--- src/rtl/persiana_niveles.sv ---
// persiana_niveles: multi-level blind controller.
// Drives the motor pair (subir/bajar) so the blind reaches a requested level out of NIVELES
// positions. Each position has its own sensor. After reset the blind homes to level 0. Every
// stop is followed by a motor dead time. A move that outlasts TIMEOUT cycles latches a fault,
// and only reset clears that fault.
//
// Ports:
//   reloj         system clock, rising edge
//   reset         synchronous, active-high reset
//   P             requested target level; values >= NIVELES are ignored
//   sensores      one-hot-ish position sensors, sensores[i]=1 at level i
//   subir, bajar  registered motor commands, never both high
//   nivel_actual  registered last confirmed level
//   ocupado       high whenever the controller is not idle
//   falla         latched timeout fault
//
// Optional feature: define PERSIANA_RETARGET_EN to let P retarget a move in progress.
module persiana_niveles #(
  parameter int unsigned NIVELES = 4,
  parameter int unsigned ANCHO   = $clog2(NIVELES),
  parameter int unsigned TIMEOUT = 1000,
  parameter int unsigned MUERTO  = 8
) (
  input  logic               reloj,
  input  logic               reset,
  input  logic [ANCHO-1:0]   P,
  input  logic [NIVELES-1:0] sensores,
  output logic               subir,
  output logic               bajar,
  output logic [ANCHO-1:0]   nivel_actual,
  output logic               ocupado,
  output logic               falla
);

  // One counter serves both the motion timeout and the dead time.
  localparam int unsigned TMAX = (TIMEOUT > MUERTO) ? TIMEOUT : MUERTO;
  localparam int unsigned TW   = (TMAX > 2) ? $clog2(TMAX) : 1;
  localparam logic [TW-1:0] TimeoutFin = TW'(TIMEOUT - 1);
  localparam logic [TW-1:0] MuertoFin  = TW'(MUERTO - 1);

  typedef enum logic [2:0] {
    StHoming,
    StReposo,
    StSubiendo,
    StBajando,
    StPausa,
    StFalla
  } estado_e;

  estado_e          estado_q, estado_d;
  logic             subir_q, subir_d;
  logic             bajar_q, bajar_d;
  logic             falla_q, falla_d;
  logic [ANCHO-1:0] nivel_q, nivel_d;
  logic [ANCHO-1:0] objetivo_q, objetivo_d;
  logic [TW-1:0]    timer_q, timer_d;

  logic             p_valido;
  logic             sens_hay;
  logic [ANCHO-1:0] sens_idx;

  assign p_valido = (32'(P) < NIVELES);

  // Lowest asserted sensor wins when several are set.
  always_comb begin
    sens_hay = 1'b0;
    sens_idx = '0;
    for (int i = NIVELES - 1; i >= 0; i--) begin
      if (sensores[i]) begin
        sens_hay = 1'b1;
        sens_idx = ANCHO'(i);
      end
    end
  end

  always_comb begin
    estado_d   = estado_q;
    subir_d    = 1'b0;
    bajar_d    = 1'b0;
    nivel_d    = nivel_q;
    objetivo_d = objetivo_q;
    falla_d    = falla_q;
    timer_d    = timer_q;
    case (estado_q)
      StHoming: begin
        if (sensores[0]) begin
          nivel_d  = '0;
          timer_d  = '0;
          estado_d = StPausa;
        end else if (timer_q == TimeoutFin) begin
          falla_d  = 1'b1;
          estado_d = StFalla;
        end else begin
          bajar_d = 1'b1;
          timer_d = timer_q + 1'b1;
        end
      end
      StReposo: begin
        if (p_valido && (P > nivel_q)) begin
          objetivo_d = P;
          subir_d    = 1'b1;
          timer_d    = '0;
          estado_d   = StSubiendo;
        end else if (p_valido && (P < nivel_q)) begin
          objetivo_d = P;
          bajar_d    = 1'b1;
          timer_d    = '0;
          estado_d   = StBajando;
        end
      end
      StSubiendo: begin
        if (sens_hay) nivel_d = sens_idx;
        if (sensores[objetivo_q]) begin
          nivel_d  = objetivo_q;
          timer_d  = '0;
          estado_d = StPausa;
        end else if (timer_q == TimeoutFin) begin
          falla_d  = 1'b1;
          estado_d = StFalla;
        end else begin
          subir_d = 1'b1;
          timer_d = timer_q + 1'b1;
`ifdef PERSIANA_RETARGET_EN
          if (p_valido && (P > nivel_d)) begin
            objetivo_d = P;
          end else if (p_valido) begin
            // Reversal or stop-here request: halt now, resume after the dead time.
            subir_d    = 1'b0;
            objetivo_d = P;
            timer_d    = '0;
            estado_d   = StPausa;
          end
`endif
        end
      end
      StBajando: begin
        if (sens_hay) nivel_d = sens_idx;
        if (sensores[objetivo_q]) begin
          nivel_d  = objetivo_q;
          timer_d  = '0;
          estado_d = StPausa;
        end else if (timer_q == TimeoutFin) begin
          falla_d  = 1'b1;
          estado_d = StFalla;
        end else begin
          bajar_d = 1'b1;
          timer_d = timer_q + 1'b1;
`ifdef PERSIANA_RETARGET_EN
          if (p_valido && (P < nivel_d)) begin
            objetivo_d = P;
          end else if (p_valido) begin
            bajar_d    = 1'b0;
            objetivo_d = P;
            timer_d    = '0;
            estado_d   = StPausa;
          end
`endif
        end
      end
      StPausa: begin
        if (timer_q == MuertoFin) begin
          estado_d = StReposo;
`ifdef PERSIANA_RETARGET_EN
          // Only a retarget leaves objetivo away from the current level.
          timer_d = '0;
          if (objetivo_q > nivel_q) begin
            subir_d  = 1'b1;
            estado_d = StSubiendo;
          end else if (objetivo_q < nivel_q) begin
            bajar_d  = 1'b1;
            estado_d = StBajando;
          end
`endif
        end else begin
          timer_d = timer_q + 1'b1;
        end
      end
      StFalla: begin
        falla_d = 1'b1;
      end
      default: begin
        estado_d = StHoming;
      end
    endcase
  end

  always_ff @(posedge reloj) begin
    if (reset) begin
      estado_q   <= StHoming;
      subir_q    <= 1'b0;
      bajar_q    <= 1'b0;
      nivel_q    <= '0;
      objetivo_q <= '0;
      falla_q    <= 1'b0;
      timer_q    <= '0;
    end else begin
      estado_q   <= estado_d;
      subir_q    <= subir_d;
      bajar_q    <= bajar_d;
      nivel_q    <= nivel_d;
      objetivo_q <= objetivo_d;
      falla_q    <= falla_d;
      timer_q    <= timer_d;
    end
  end

  assign subir        = subir_q;
  assign bajar        = bajar_q;
  assign nivel_actual = nivel_q;
  assign falla        = falla_q;
  assign ocupado      = (estado_q != StReposo);

endmodule

--- config.mk ---
export PLATFORM = sky130hd
export DESIGN_NAME = persiana_niveles
export DESIGN_NICKNAME = d
export VERILOG_FILES = /design/src/rtl/persiana_niveles.sv
export SDC_FILE = /design/constraint.sdc
export NUM_CORES = 1
export LEC_CHECK = 0
export CAP_MARGIN = 25
export CORE_UTILIZATION = 34
export CTS_CLUSTER_DIAMETER = 60
export DETAILED_ROUTE_END_ITERATION = 12
export MAX_ROUTING_LAYER = met4
export SLEW_MARGIN = 40
export SYNTH_ARGS = -nofsm -noshare
export SYNTH_HDL_FRONTEND = slang
export SYNTH_SLANG_ARGS = --single-unit
--- constraint.sdc ---
create_clock -name reloj -period 2.2 [get_ports reloj]
set_input_delay 0.44 -clock reloj [delete_from_list [all_inputs] [get_ports reloj]]
set_output_delay 0.44 -clock reloj [all_outputs]
set_load 0.02 [all_outputs]
# Yosys cells after proc, flatten, opt, wreduce, memory -nomap -nowiden

Cells that the tools add are included.

Register bits: 20
Input port bits: 8
Output and inout port bits: 6
Logic and storage cells: 80

Add/subtract/negate cells: 1
Magnitude comparators: 3
Equality and inequality tests: 15
Muxes and demuxes: 42
Bitwise operators: 1
Reduce and logical (&&, ||, !) cells: 11

Operators by type and width:

| operator                                                    | number |
|---|---|
| two-way mux 10 bit                                          | 6 |
| case mux 10 bit (4 select lines)                            | 1 |
| two-way mux 2 bit                                           | 9 |
| two-way mux 3 bit                                           | 6 |
| case mux 3 bit (5 select lines)                             | 1 |
| two-way mux 1 bit                                           | 14 |
| AND reduction 3 bit                                         | 4 |
| adder 10 x 1 -> 10 bit (second input constant)              | 1 |
| == test 10 bit (second input constant)                      | 1 |
| == test 10 x 3 -> 1 bit (second input constant)             | 1 |
| inequality test 2 bit (second input constant)               | 5 |
| == test 3 x 2 -> 1 bit (second input constant)              | 2 |
| == test 3 bit (second input constant)                       | 2 |
| inequality test 3 x 1 -> 1 bit (second input constant)      | 2 |
| case mux 1 bit (3 select lines)                             | 2 |
| case mux 2 bit (2 select lines)                             | 1 |
| nonzero test 2 bit                                          | 2 |
| nonzero test 4 bit                                          | 1 |
| == test 3 x 1 -> 1 bit (second input constant)              | 1 |
| logical NOT 3 bit                                           | 1 |
| less-than comparator 2 x 3 -> 1 bit (second input constant) | 1 |
| inequality test 3 bit (second input constant)               | 1 |
| nonzero test 3 bit                                          | 1 |
| binary-select mux 1 bit (select 2 bit)                      | 1 |
| other kinds (6)                                             | 6 |

# Logic depth before layout (Yosys ltp)

Gate-level depths: netlist of run 1.

Depth after elaboration: 7
Mapped depth: 8
Depth with buffers taken out: 7

# Worst setup path after synthesis of run 1

Ideal clock, no wire load.

Kind: register -> register
From: reg nivel_q[1], in the netlist nivel_actual[1]
To: reg timer_q[8]
Setup time: 0.070 ns
Arrival: 2.037 ns
Data required time: 2.130 ns
Setup slack: 0.092 ns
Cell stages (with the launch flop): 8
Buffers on the path: 0
Clock period less this slack: 2.108 ns
Cells stage by stage: dfxtp_1 inv_1 ha_1 and2_1 a32o_1 a21o_1 or4_1 a21oi_1

Longest elaborated chain between the ends: 3
Elaborated cells on any way between the ends: 6
Those cells by class: order compare: 2; eq/ne: 1; mux: 2; reduce/logical: 1

RTL lines:

| element                                                                        | RTL line | source |
|---|---|---|
| start, declared                                                                | 54       | `logic [ANCHO-1:0] nivel_q, nivel_d;` |
| start signal, assigned                                                         | 200      | `nivel_q <= nivel_d;` |
| > comparator 2 bit / less-than comparator 2 bit (equally long branches)        | 99, 104  |  |
| two-way mux 10 bit / inequality test 3 bit (equally long branches)             | -        |  |
| case mux 10 bit (4 select lines) / AND reduction 3 bit (equally long branches) | -        |  |
| end signal, assigned                                                           | 203      | `timer_q <= timer_d;` |
| end, declared                                                                  | 56       | `logic [TW-1:0] timer_q, timer_d;` |

Parallel ways exist; a longest one is shown, timed or not.
A chain may end at the register's enable or synchronous reset.

# Final worst setup path of run 1

From: in P[1]
To: reg timer_q[8]

Longest elaborated chain between the ends: 3
Elaborated cells on any way between the ends: 6
Those cells by class: order compare: 2; eq/ne: 1; mux: 2; reduce/logical: 1

RTL lines:

| element                                                                        | RTL line | source |
|---|---|---|
| start, declared                                                                | 26       | `input logic [ANCHO-1:0] P,` |
| > comparator 2 bit / less-than comparator 2 bit (equally long branches)        | 99, 104  |  |
| two-way mux 10 bit / inequality test 3 bit (equally long branches)             | -        |  |
| case mux 10 bit (4 select lines) / AND reduction 3 bit (equally long branches) | -        |  |

Parallel ways exist; a longest one is shown, timed or not.

==> impl_metrics.yaml, run 1 <==
status:
  outcome: "complete, no violations"
sta:
  layout_setup_ws_ns: 0.002790
  fmaxAchievable_mhz: 455.1
  finClkSkew_ns: 0.01023
  tightestPinTransition_ns: 0.4808
  setup_viol: 0
  hold_slack_ns: 0.4977
  period_minus_slack_ns: 2.197
  slew-limit-headroom_pct: 67.12
  slew_violations: 0
  timing_hold_violations_final: 0
  post-route-period-util_pct: 99.87
worst_setup_path:
  crit_required_ns: 2.39
  slowest_delay_ns: 0.43
  cp_slowest_cell: "clkdlybuf4s50_1"
  cp_cell_sequence: "clkdlybuf4s50_1 > ha_1 > and2_4 > a32o_2 > a21o_1 > or4_1 > a21oi_1"
  start_kind: "input pin"
  endpoint_kind: "register"
  worst_ep_arrival_time_ns: 2.38
  worstSetupPathType: "in -> reg"
  worstPathMaxFanout: 3
pwr:
  ir_drop_mv: 0.3301
  p_per_area_nw_per_um2: 827.7
  leakage_nw: 0.6794
floorplanning:
  die_area_um2: 4390
  io_pins: 14
  start_util_pct: 36.96
  die_y_um: 66.26
  core_um2: 3799
  die_x_um: 66.26
  num_rows: 22
logic_synthesis:
  synth_common_cells: "dfxtp_1 (20), a21oi_1 (17), nor2_1 (13)"
  syn_inst: 177
  synth.largest_area_cell: "dfxtp_1"
  ys_seq_elements: 20
  synth_edf_count: 0
  ys_types: 57
  synth_area_leaders: "dfxtp_1 (29%), a21oi_1 (6.1%), a31oi_1 (3.6%)"
  synthArstFlopShare_pct: 0
  ys.flop_type: "dfxtp_1"
  syn_nets: 188
  yosysWarnings: 0
  netlist_area_um2: 1404
  yosysMostFrequentCell: "dfxtp_1"
  synth_top_area_share_pct: 28.52
  yosysSeqAreaShare_pct: 28.52
  syn_avg_cell_area_um2: 7.931
routing:
  drt-initial-drc-count: 130
  wire_per_inst_um: 15.56
  antenna_left: 0
  routed_via_density: 5.782
  drtPass1Iterations: 5
  drcViolationCount: 0
  routed_wl_um: 3921
  routed-via-count: 1457
cells_and_area:
  final_layout_size_suffix_gt1_share_pct: 21.08
  syn2layout_area_growth_pct: 25.85
  antenna_cells: 0
  nNetsFinal: 217
cts:
  cts_tree: "yes"
  cts_made_buffers: 3
  clockBufferDepth: 2
  hold_buffers: 0
  clock_sinks: 20
  clk_latency_ns: 0.26
  h-tree-depth: 1
  clockRootBuffer: "clkbuf_8"
  clk_pin_slew_ns: 0.08
placement:
  place.gp.congestion: 0.9310
  hpwlAfterDp_um: 2812
  pre_cts_slack_ns: -0.3691
  portBuffers: 13
global_route:
  track_usage_pct: 19.72
  antenna_found_initial: 0
  grt_max_degree: 25
  first_global_vias: 1363
  grt_overflow: 0
  grt_pass1_wl_um: 6568
worst_hold_path:
  holdCritPathClass: "in -> reg"
run:
  drv_cap: 0
==> where the power goes <==
part           switching, mW  total, mW  internal [mW]
logic                  0.409      0.766          0.357
clock network          0.127      0.249          0.122
registers             0.0455      0.448          0.402
total                  0.581       1.46          0.881
==> layout make-up <==
type / count / area, um^2
multi-input combinational: 135 / 917.1
clock buffer: 3 / 41.29
inverter: 12 / 45.04
fill: 379 / 2032
sequential: 20 / 400.4
tap: 48 / 60.06
timing repair buffer: 34 / 302.8
==> worst max-delay path: cells and delay by family <==
family	cells	cell delay (ns)
AOI/OAI and AO/OA	3	0.60
and+or+nand+nor	2	0.58
buffers and inverters	1	0.43
adders and majority gates	1	0.33
==> layout by cell type, fill, tap and decap left out, drive strengths merged, types with 2 or more instances in the layout <==
master / count
o21ai: 10
nor3: 6
buf: 21
or2: 3
o32ai: 3
o21a: 2
a21oi: 18
or3: 3
clkdlybuf4s50: 12
ha: 3
nor4: 3
nand2b: 3
clkbuf: 3
and3: 5
a211oi: 4
a311oi: 3
nand3: 6
dfxtp: 20
mux2i: 4
nand2: 12
and2: 2
o211ai: 2
a31oi: 8
a2111oi: 3
inv: 11
nor2: 13
==> registers in the layout, indices dropped and copies added (netlist names) <==
name	count
objetivo_q	2
subir	1
estado_q	3
falla	1
timer_q	10
nivel_actual	2
bajar	1
==> layer usage <==
layer / GRT usage (%) / wire (um) / vias up
met5: - / 0 / -
met4: 5.585 / 21 / 0
met3: 2.586 / 218 / 2
met2: 31.38 / 1877 / 53
met1: 26.03 / 1805 / 682
li1: - / - / 720
==> final timing paths <==
check	from	end	slack, ns	cells past startpoint
max	P[1]	timer_q[8]	0.003	7
min	P[0]	objetivo_q[0]	0.50	3
max reg2reg	timer_q[0]	timer_q[1]	0.16	7
min reg2reg	nivel_actual[1]	nivel_actual[1]	0.52	2
==> cells by family (layout without fill, tap and decap cells) <==
family                   Yosys count  in the layout  synth area share, %
AO/OA/AOI/OAI                     63             63                31.20
buffers and inverters             22             49                8.644
AND/OR/NAND/NOR                   62             62                23.09
multiplexers                       6              6                5.258
XOR/XNOR                           1              1               0.6240
flip-flops                        20             20                28.52
adder cells (fa/ha/maj)            3              3                2.674
==> stage by stage <==
| stage | instances | total power, mW | area (um^2) | TNS (ns) | utilization [%] |
|---|---|---|---|---|---|
| after floorplan | 177 | 0.9036 | 1404 | 0 | - |
| after global placement | 248 | 1.152 | 1680 | -2.502 | 44.24 |
| after detailed placement | 248 | 1.161 | 1680 | -2.723 | 44.24 |
| after CTS | 252 | 1.436 | 1745 | 0 | 45.95 |
| after global routing | 252 | 1.557 | 1767 | -0.02698 | 46.51 |
| final | 252 | 1.462 | 1767 | 0 | 46.51 |
==> timing repair <==
item,in CTS,in global routing
setup endpoints to repair,6,9
buffers inserted,1,0
pin swaps,5,4
cloned,0,0
gates resized for setup,4,6
No activity file was read; power rests on OpenSTA's default activity.
==> run 2, diff against run 1 <==
- ABC_CLOCK_PERIOD_IN_PS: default -> 2200
==> results of run 2 <==
No change in the layout: final DEF, timing and power equal those of run 1.
